**config.mk**
```make
export PLATFORM = sky130hd
export DESIGN_NAME = alu_arbiter_flat
export DESIGN_NICKNAME = d
export VERILOG_FILES = /design/src/rtl/alu_arbiter_if.sv /design/src/rtl/alu_arbiter.sv /design/src/flat_wrapper.sv
export SDC_FILE = /design/constraint.sdc
export NUM_CORES = 1
export LEC_CHECK = 0
export ABC_CLOCK_PERIOD_IN_PS = 4600
export BUFFER_PORTS_ARGS = -buffer_cell sky130_fd_sc_hd__buf_2
export CAP_MARGIN = 40
export CORE_MARGIN = 5
export CORE_UTILIZATION = 40
export DETAILED_ROUTE_END_ITERATION = 10
export PLACE_DENSITY = 0.65
export SYNTH_ARGS = -nofsm -noshare
export SYNTH_HDL_FRONTEND = slang
export SYNTH_SLANG_ARGS = --single-unit
```
**constraint.sdc**
```tcl
create_clock -name clk -period 4.6 [get_ports clk]
set_clock_uncertainty 0.15 [all_clocks]
set_input_delay 0.92 -clock clk [delete_from_list [all_inputs] [get_ports clk]]
set_output_delay 0.92 -clock clk [all_outputs]
set_load 0.005 [all_outputs]
```
**src/rtl/alu_arbiter_if.sv**
```systemverilog
// Request/response bundle for alu_arbiter: two requester channels (operands,
// opcode, valid/ready) and one tagged response channel (valid/ready).
// master = requester/consumer side, slave = arbiter side.
interface alu_arbiter_if #(
    parameter int DATA_WIDTH = 32
);
    logic                  req0_valid;
    logic                  req0_ready;
    logic [DATA_WIDTH-1:0] req0_A;
    logic [DATA_WIDTH-1:0] req0_B;
    logic [2:0]            req0_ALUop;

    logic                  req1_valid;
    logic                  req1_ready;
    logic [DATA_WIDTH-1:0] req1_A;
    logic [DATA_WIDTH-1:0] req1_B;
    logic [2:0]            req1_ALUop;

    logic                  resp_valid;
    logic                  resp_ready;
    logic                  resp_id;
    logic [DATA_WIDTH-1:0] resp_Result;
    logic                  resp_Overflow;
    logic                  resp_CarryOut;
    logic                  resp_Zero;

    modport master (
        output req0_valid, req0_A, req0_B, req0_ALUop,
        input  req0_ready,
        output req1_valid, req1_A, req1_B, req1_ALUop,
        input  req1_ready,
        output resp_ready,
        input  resp_valid, resp_id, resp_Result,
        input  resp_Overflow, resp_CarryOut, resp_Zero
    );

    modport slave (
        input  req0_valid, req0_A, req0_B, req0_ALUop,
        output req0_ready,
        input  req1_valid, req1_A, req1_B, req1_ALUop,
        output req1_ready,
        input  resp_ready,
        output resp_valid, resp_id, resp_Result,
        output resp_Overflow, resp_CarryOut, resp_Zero
    );
endinterface

```
**src/rtl/alu_arbiter.sv**
```systemverilog
// alu_arbiter: round-robin sharing of one combinational ALU between two
// requesters, with a one-entry registered response buffer tagged by requester.
// Optional feature macro: ALU_ARB_FLAGS_EN (registers Overflow/CarryOut/Zero;
// when undefined those outputs are tied to 0).
module alu_arbiter #(
    parameter int DATA_WIDTH = 32
) (
    input  logic         clk,
    input  logic         rst,
    alu_arbiter_if.slave bus
);
    localparam int MSB = DATA_WIDTH - 1;

    typedef enum logic {BUF_EMPTY, BUF_FULL} buf_state_t;

    buf_state_t            state_q, state_d;
    logic                  resp_id_q, resp_id_d;
    logic [DATA_WIDTH-1:0] result_q, result_d;
    logic                  last_grant_q, last_grant_d;

    logic [1:0]            req_valid;
    logic [1:0]            req_ready;
    logic                  accept;
    logic                  grant_valid;
    logic                  grant_id;

    logic [DATA_WIDTH-1:0] alu_a, alu_b, b_eff, alu_result;
    logic [2:0]            alu_op;
    logic [DATA_WIDTH:0]   sum;
    logic                  alu_ovf, alu_carry, alu_zero;

    assign req_valid = {bus.req1_valid, bus.req0_valid};

    genvar gi;
    generate
        for (gi = 0; gi < 2; gi++) begin : g_ready
            assign req_ready[gi] = accept && grant_valid && (grant_id == 1'(gi));
        end
    endgenerate

    assign bus.req0_ready = req_ready[0];
    assign bus.req1_ready = req_ready[1];

    // Round-robin grant: a tie goes to whichever requester did not win last.
    always_comb begin
        accept      = (state_q == BUF_EMPTY) || bus.resp_ready;
        grant_valid = 1'b0;
        grant_id    = 1'b0;
        if (accept) begin
            if (req_valid == 2'b11) begin
                grant_valid = 1'b1;
                grant_id    = ~last_grant_q;
            end else if (req_valid[0]) begin
                grant_valid = 1'b1;
                grant_id    = 1'b0;
            end else if (req_valid[1]) begin
                grant_valid = 1'b1;
                grant_id    = 1'b1;
            end
        end
    end

    // Operand mux (defaults to requester 0) feeding the shared ALU.
    always_comb begin
        alu_a      = grant_id ? bus.req1_A     : bus.req0_A;
        alu_b      = grant_id ? bus.req1_B     : bus.req0_B;
        alu_op     = grant_id ? bus.req1_ALUop : bus.req0_ALUop;
        b_eff      = (alu_op == 3'b110) ? ~alu_b : alu_b;
        sum        = {1'b0, alu_a} + {1'b0, b_eff}
                   + {{DATA_WIDTH{1'b0}}, (alu_op == 3'b110)};
        alu_result = '0;
        alu_carry  = 1'b0;
        alu_ovf    = 1'b0;
        case (alu_op)
            3'b000: alu_result = alu_a & alu_b;
            3'b001: alu_result = alu_a | alu_b;
            3'b010, 3'b110: begin
                // SUB is A + ~B + 1, so CarryOut=1 means no borrow.
                alu_result = sum[MSB:0];
                alu_carry  = sum[DATA_WIDTH];
                alu_ovf    = (alu_a[MSB] == b_eff[MSB]) && (alu_result[MSB] != alu_a[MSB]);
            end
            3'b111: alu_result = {{(DATA_WIDTH-1){1'b0}}, ($signed(alu_a) < $signed(alu_b))};
            default: alu_result = '0;
        endcase
        alu_zero = (alu_result == '0);
    end

    // Buffer next state: a transfer overwrites (even while draining), a bare drain empties.
    always_comb begin
        state_d      = state_q;
        resp_id_d    = resp_id_q;
        result_d     = result_q;
        last_grant_d = last_grant_q;
        if (grant_valid) begin
            state_d      = BUF_FULL;
            resp_id_d    = grant_id;
            result_d     = alu_result;
            last_grant_d = grant_id;
        end else if ((state_q == BUF_FULL) && bus.resp_ready) begin
            state_d = BUF_EMPTY;
        end
    end

    // Buffer and round-robin pointer registers.
    always_ff @(posedge clk) begin
        if (rst) begin
            state_q      <= BUF_EMPTY;
            resp_id_q    <= 1'b0;
            result_q     <= '0;
            last_grant_q <= 1'b1;
        end else begin
            state_q      <= state_d;
            resp_id_q    <= resp_id_d;
            result_q     <= result_d;
            last_grant_q <= last_grant_d;
        end
    end

    assign bus.resp_valid  = (state_q == BUF_FULL);
    assign bus.resp_id     = resp_id_q;
    assign bus.resp_Result = result_q;

`ifdef ALU_ARB_FLAGS_EN
    logic ovf_q, ovf_d, carry_q, carry_d, zero_q, zero_d;

    // Flags follow the same capture rule as Result.
    always_comb begin
        ovf_d   = ovf_q;
        carry_d = carry_q;
        zero_d  = zero_q;
        if (grant_valid) begin
            ovf_d   = alu_ovf;
            carry_d = alu_carry;
            zero_d  = alu_zero;
        end
    end

    // Flag registers.
    always_ff @(posedge clk) begin
        if (rst) begin
            ovf_q   <= 1'b0;
            carry_q <= 1'b0;
            zero_q  <= 1'b0;
        end else begin
            ovf_q   <= ovf_d;
            carry_q <= carry_d;
            zero_q  <= zero_d;
        end
    end

    assign bus.resp_Overflow = ovf_q;
    assign bus.resp_CarryOut = carry_q;
    assign bus.resp_Zero     = zero_q;
`else
    logic unused_flags;
    assign unused_flags      = ^{alu_ovf, alu_carry, alu_zero};
    assign bus.resp_Overflow = 1'b0;
    assign bus.resp_CarryOut = 1'b0;
    assign bus.resp_Zero     = 1'b0;
`endif

endmodule

```
**src/flat_wrapper.sv**
```systemverilog
// flat-port wrapper written by rule: the top's interface ports become plain ports
module alu_arbiter_flat 
#(
    parameter int DATA_WIDTH = 32
)
  (clk, rst, bus_req0_valid, bus_req0_A, bus_req0_B, bus_req0_ALUop, bus_req0_ready, bus_req1_valid, bus_req1_A, bus_req1_B, bus_req1_ALUop, bus_req1_ready, bus_resp_ready, bus_resp_valid, bus_resp_id, bus_resp_Result, bus_resp_Overflow, bus_resp_CarryOut, bus_resp_Zero);
  alu_arbiter_if #(.DATA_WIDTH(DATA_WIDTH)) bus_i ();
  input  logic clk;
  input  logic rst;
  input wire logic [$bits(bus_i.req0_valid)-1:0] bus_req0_valid;
  input wire logic [$bits(bus_i.req0_A)-1:0] bus_req0_A;
  input wire logic [$bits(bus_i.req0_B)-1:0] bus_req0_B;
  input wire logic [$bits(bus_i.req0_ALUop)-1:0] bus_req0_ALUop;
  output wire logic [$bits(bus_i.req0_ready)-1:0] bus_req0_ready;
  input wire logic [$bits(bus_i.req1_valid)-1:0] bus_req1_valid;
  input wire logic [$bits(bus_i.req1_A)-1:0] bus_req1_A;
  input wire logic [$bits(bus_i.req1_B)-1:0] bus_req1_B;
  input wire logic [$bits(bus_i.req1_ALUop)-1:0] bus_req1_ALUop;
  output wire logic [$bits(bus_i.req1_ready)-1:0] bus_req1_ready;
  input wire logic [$bits(bus_i.resp_ready)-1:0] bus_resp_ready;
  output wire logic [$bits(bus_i.resp_valid)-1:0] bus_resp_valid;
  output wire logic [$bits(bus_i.resp_id)-1:0] bus_resp_id;
  output wire logic [$bits(bus_i.resp_Result)-1:0] bus_resp_Result;
  output wire logic [$bits(bus_i.resp_Overflow)-1:0] bus_resp_Overflow;
  output wire logic [$bits(bus_i.resp_CarryOut)-1:0] bus_resp_CarryOut;
  output wire logic [$bits(bus_i.resp_Zero)-1:0] bus_resp_Zero;
  assign bus_i.req0_valid = bus_req0_valid;
  assign bus_i.req0_A = bus_req0_A;
  assign bus_i.req0_B = bus_req0_B;
  assign bus_i.req0_ALUop = bus_req0_ALUop;
  assign bus_req0_ready = bus_i.req0_ready;
  assign bus_i.req1_valid = bus_req1_valid;
  assign bus_i.req1_A = bus_req1_A;
  assign bus_i.req1_B = bus_req1_B;
  assign bus_i.req1_ALUop = bus_req1_ALUop;
  assign bus_req1_ready = bus_i.req1_ready;
  assign bus_i.resp_ready = bus_resp_ready;
  assign bus_resp_valid = bus_i.resp_valid;
  assign bus_resp_id = bus_i.resp_id;
  assign bus_resp_Result = bus_i.resp_Result;
  assign bus_resp_Overflow = bus_i.resp_Overflow;
  assign bus_resp_CarryOut = bus_i.resp_CarryOut;
  assign bus_resp_Zero = bus_i.resp_Zero;
  alu_arbiter #(.DATA_WIDTH(DATA_WIDTH)) u_core (.clk(clk), .rst(rst), .bus(bus_i));
endmodule
```
==> summary.md <==
| Metric | Value |
|---|---|
| FP Rows | `46` |
| # fillers | `1599` |
| Drt initial violations | `519` |
| Max-slew violations | `0` |
| Core area | `15900 um^2` |
| # IOs | `178` |
| # DRC | `0` |
| Antenna violations before repair | `0` |
| Status | `finished, final reports clean` |
| Synthesized area per cell | `7.19 um^2` |
| Worst Path Class, Setup | `input pin to flop` |
| Setup Viol. Count Final | `0` |
| Synth Warn # | `0` |
| Drt pass-1 iters | `6` |
| P&R area growth vs syn | `28.5%` |
| Port Buf Inserts | `174` |
| HPWL Detailed | `16500 um` |
| Pwr dens | `238 nW/um^2` |
| Final min period | `4.40 ns` |
| Startpoint class of the critical path | `input pin` |
| Total number of vias | `7043` |
| Worst Reg2Reg Path Length in Cells | `16` |
| CTS Sinks | `35` |
| DR vias/cell | `5.25` |
| Cts hold-fix bufs | `0` |
| Final setup margin | `0.199 ns` |
| Data required, critical path | `4.66 ns` |
| Reg2Reg Setup Slack | `0.61 ns` |
| Final Cycle Share | `between 90% and 100%` |
| R2r endpoint | `u_core.bus.resp_Result[28]$_SDFFE_PP0P_` |
| CTS max path bufs | `2` |
| Synth cell types | `80` |
| CP Capture Point | `u_core.bus.resp_Result[28]$_SDFFE_PP0P_` |
| RR Startpoint | `u_core.last_grant_q$_SDFFE_PP1P_` |
| CTS Buf Count | `5` |
| Share of cells above drive strength 1 | `26.1%` |
| CP max stage cell | `fa_1` |
| Avg WL per Cell | `approximately 16 um` |
| Largest net degree at the start of global routing | `40` |
| DP Area | `around 8000 um^2` |
| Vias in the first global route | `about 6700` |
| Slew headroom | `45.1%` |
| Die area | `roughly 19000 um^2` |
| Drt total wl | `between 20000 and 25000 um` |
| Hold Worst Slack | `0.309 ns` |
| Crit-path max cell delay | `roughly 0.46 ns` |
| DP Worst Slack | `-0.108 ns` |
| Total GRT Usage | `between 20% and 30%` |
| Tightest Pin Transition | `0.824 ns` |
| Critical Path AT | `4.46 ns` |
| Clock slew at reported path FFs | `0.06 ns` |
| Crit path max-delay family | `compound AO/OA/AOI/OAI gates` |
| Register area share after synthesis | `between 10% and 20%` |
| Reg area | `roughly 700 um^2` |
| Worst path depth | `17` |
| Placed cell count | `1333` |
| Final net count | `between 1000 and 1500` |
| Global-route wire length before repair | `32800 um` |
| Final Wtd Congestion | `about 0.9` |
| Crit-path cells | `buf_2, a21boi_2, nand2_2, clkinv_2, buf_4, mux2i_1, xnor2_1, inv_1, fa_1, nor2b_1, o21ba_2, o2111ai_2, a21o_1, a32o_1, o311a_1, or3_1, a21oi_1` |
| Register bit total from synthesis | `35` |
| Final hold vios | `0` |
| N_diodes | `0` |
| Buf/Inv on CP | `4` |
| Root Buffer | `clkbuf_16` |
| HP Class | `flop to flop` |
| Die width | `137 um` |
| Worst setup EP type | `flop` |
| Worst Setup SP | `bus_req0_valid` |
| Netlist Area Pre-Place | `6480 um^2` |
| CTS H-Tree Depth | `2` |
| Max Cap Viol | `0` |
| Final instance area | `8330 um^2` |
| Final Power | `1.98 mW` |
| Fmax | `227 MHz` |
| Die extent in y | `~140 um` |
| Multi-input logic area | `5330 um^2` |
| Mapped Cells | `902` |
| LEAKAGE | `4.22 nW` |
| Main flop type after synthesis | `dfxtp_1` |
| Post-synth EDFFs | `0` |
| Async set-or-reset flop fraction in the synthesized netlist | `0%` |
| GR Overflow Total | `0` |
| Clock tree from TritonCTS | `yes` |
| Setup TNS | `0 ns` |
| Remaining antenna violation count | `0` |
| Non-filler cells, final | `between 1000 and 1500` |
| Largest fanout on the critical path | `10` |
| Initial Util | `40.8%` |
| Clock latency on the worst-skew pair | `0.28 ns` |
| Final core occ | `52.4%` |
| Peak supply drop | `0.000122 V` |
cell usage in the layout (no fill, tap or decap), types with 8 or more instances in the layout:
master      n
a21oi_1    63
nor3_1     13
mux2i_2     8
nand2b_1    9
o21bai_1    9
ha_1      123
o21ai_0    38
dfxtp_1    35
nor2b_1    12
nand3_1    11
nand2_1   150
inv_1      87
buf_2     174
xnor2_1    39
buf_4      80
a22oi_1    18
mux2i_1    29
o22ai_1    10
nor2_1     52
a211oi_1   13
layer usage:
layer	global-route usage [%]	wire length, um	part of all wire, %	up-vias
met2	37.1	9780	47	222
met1	28.1	9390	45	3206
met4	5.88	422	2.0	0
met5	0	0	0	-
met3	2.78	1220	5.9	30
li1	-	-	-	3585
layout make-up:
type                       instances  share of cell area, %
inverter                          88                   3.98
tap                              216                   3.25
clock buffer                       6                   1.55
timing repair buffer             258                   18.6
clock inverter                     2                  0.150
sequential                        35                   8.41
multi-input combinational        737                   64.0
flip-flops by register name, summed over array words and instances, names as in the netlist:
name                    flops
u_core.last_grant_q         1
u_core.bus.resp_valid       1
u_core.bus.resp_Result     32
u_core.bus.resp_id          1
cells in the mapped netlist, types with 3 or more instances:
master	n	area (um^2)
a211oi_1	13	97.6
a21o_1	7	52.6
a21oi_1	64	320
a221oi_1	4	35.0
a22oi_1	18	135
a311oi_1	4	35.0
a31oi_1	7	43.8
and2_1	3	18.8
and3_1	6	37.5
buf_1	3	11.3
buf_2	12	60.1
buf_4	3	22.5
clkbuf_1	25	93.8
dfxtp_1	35	701
ha_1	123	1540
inv_1	87	327
mux2i_1	38	380
nand2_1	150	563
nand2b_1	9	56.3
nand3_1	11	55.1
nand3b_1	4	30.0
nand4_1	6	37.5
nor2_1	52	195
nor2b_1	12	75.1
nor3_1	13	65.1
nor3b_1	4	30.0
nor4b_1	3	26.3
o2111ai_1	4	35.0
o211ai_1	7	52.6
o21a_1	6	45.0
o21ai_0	39	195
o21bai_1	9	67.6
o221ai_1	3	26.3
o22ai_1	10	62.6
o31ai_1	5	37.5
o32ai_1	3	26.3
or4_1	7	52.6
xnor2_1	39	342
xor2_1	7	61.3
cell families (layout without fill, tap and decap cells):
| logic type | Yosys count | after routing | share of synthesized area (%) |
|---|---|---|---|
| AOI/OAI and AO/OA | 231 | 231 | 23.7 |
| xor gates and xnor gates | 46 | 46 | 6.22 |
| buffers and inverters | 132 | 354 | 8.16 |
| DFF | 35 | 35 | 10.8 |
| other | 1 | 3 | 0.0578 |
| adders and majority gates | 124 | 124 | 24.0 |
| muxes | 38 | 38 | 5.87 |
| and+or+nand+nor | 295 | 295 | 21.2 |
report_power, final:
part           switching, mW  internal (mW)  leakage, nW  total, mW
Sequential            0.0157          0.325        0.285      0.341
Combinational          0.713          0.579         3.87       1.29
Clock                  0.145          0.200       0.0669      0.345
worst reg2reg max path, stage by stage (launching register included):
cell and delay, ns:
dfxtp_1 0.33, a21boi_2 0.17, nand2_2 0.13, clkinv_2 0.09, buf_4 0.22, mux2i_1 0.30, xnor2_1 0.20, inv_1 0.10
fa_1 0.46, nor2b_1 0.17, o21ba_2 0.18, o2111ai_2 0.18, a21o_1 0.23, a32o_1 0.23, o311a_1 0.32, or3_1 0.31
a21oi_1 0.14
repair_timing:
item,CTS,global route
gates resized for setup,0,3
setup buffers,0,1
setup endpoints to repair,0,6
how the worst min path moves through the flow:
stage               slack (ns)                                     from                                 endpoint  cells after the start
floorplan                 0.30  u_core.bus.resp_Result[14]$_SDFFE_PP0P_  u_core.bus.resp_Result[14]$_SDFFE_PP0P_                      2
global placement          0.29   u_core.bus.resp_Result[8]$_SDFFE_PP0P_   u_core.bus.resp_Result[8]$_SDFFE_PP0P_                      2
detailed placement        0.30   u_core.bus.resp_Result[8]$_SDFFE_PP0P_   u_core.bus.resp_Result[8]$_SDFFE_PP0P_                      2
CTS                       0.31   u_core.bus.resp_Result[8]$_SDFFE_PP0P_   u_core.bus.resp_Result[8]$_SDFFE_PP0P_                      2
global route              0.33   u_core.bus.resp_Result[3]$_SDFFE_PP0P_   u_core.bus.resp_Result[3]$_SDFFE_PP0P_                      2
finish                    0.31   u_core.bus.resp_Result[8]$_SDFFE_PP0P_   u_core.bus.resp_Result[8]$_SDFFE_PP0P_                      2
Power figures use the tool's default switching activity.
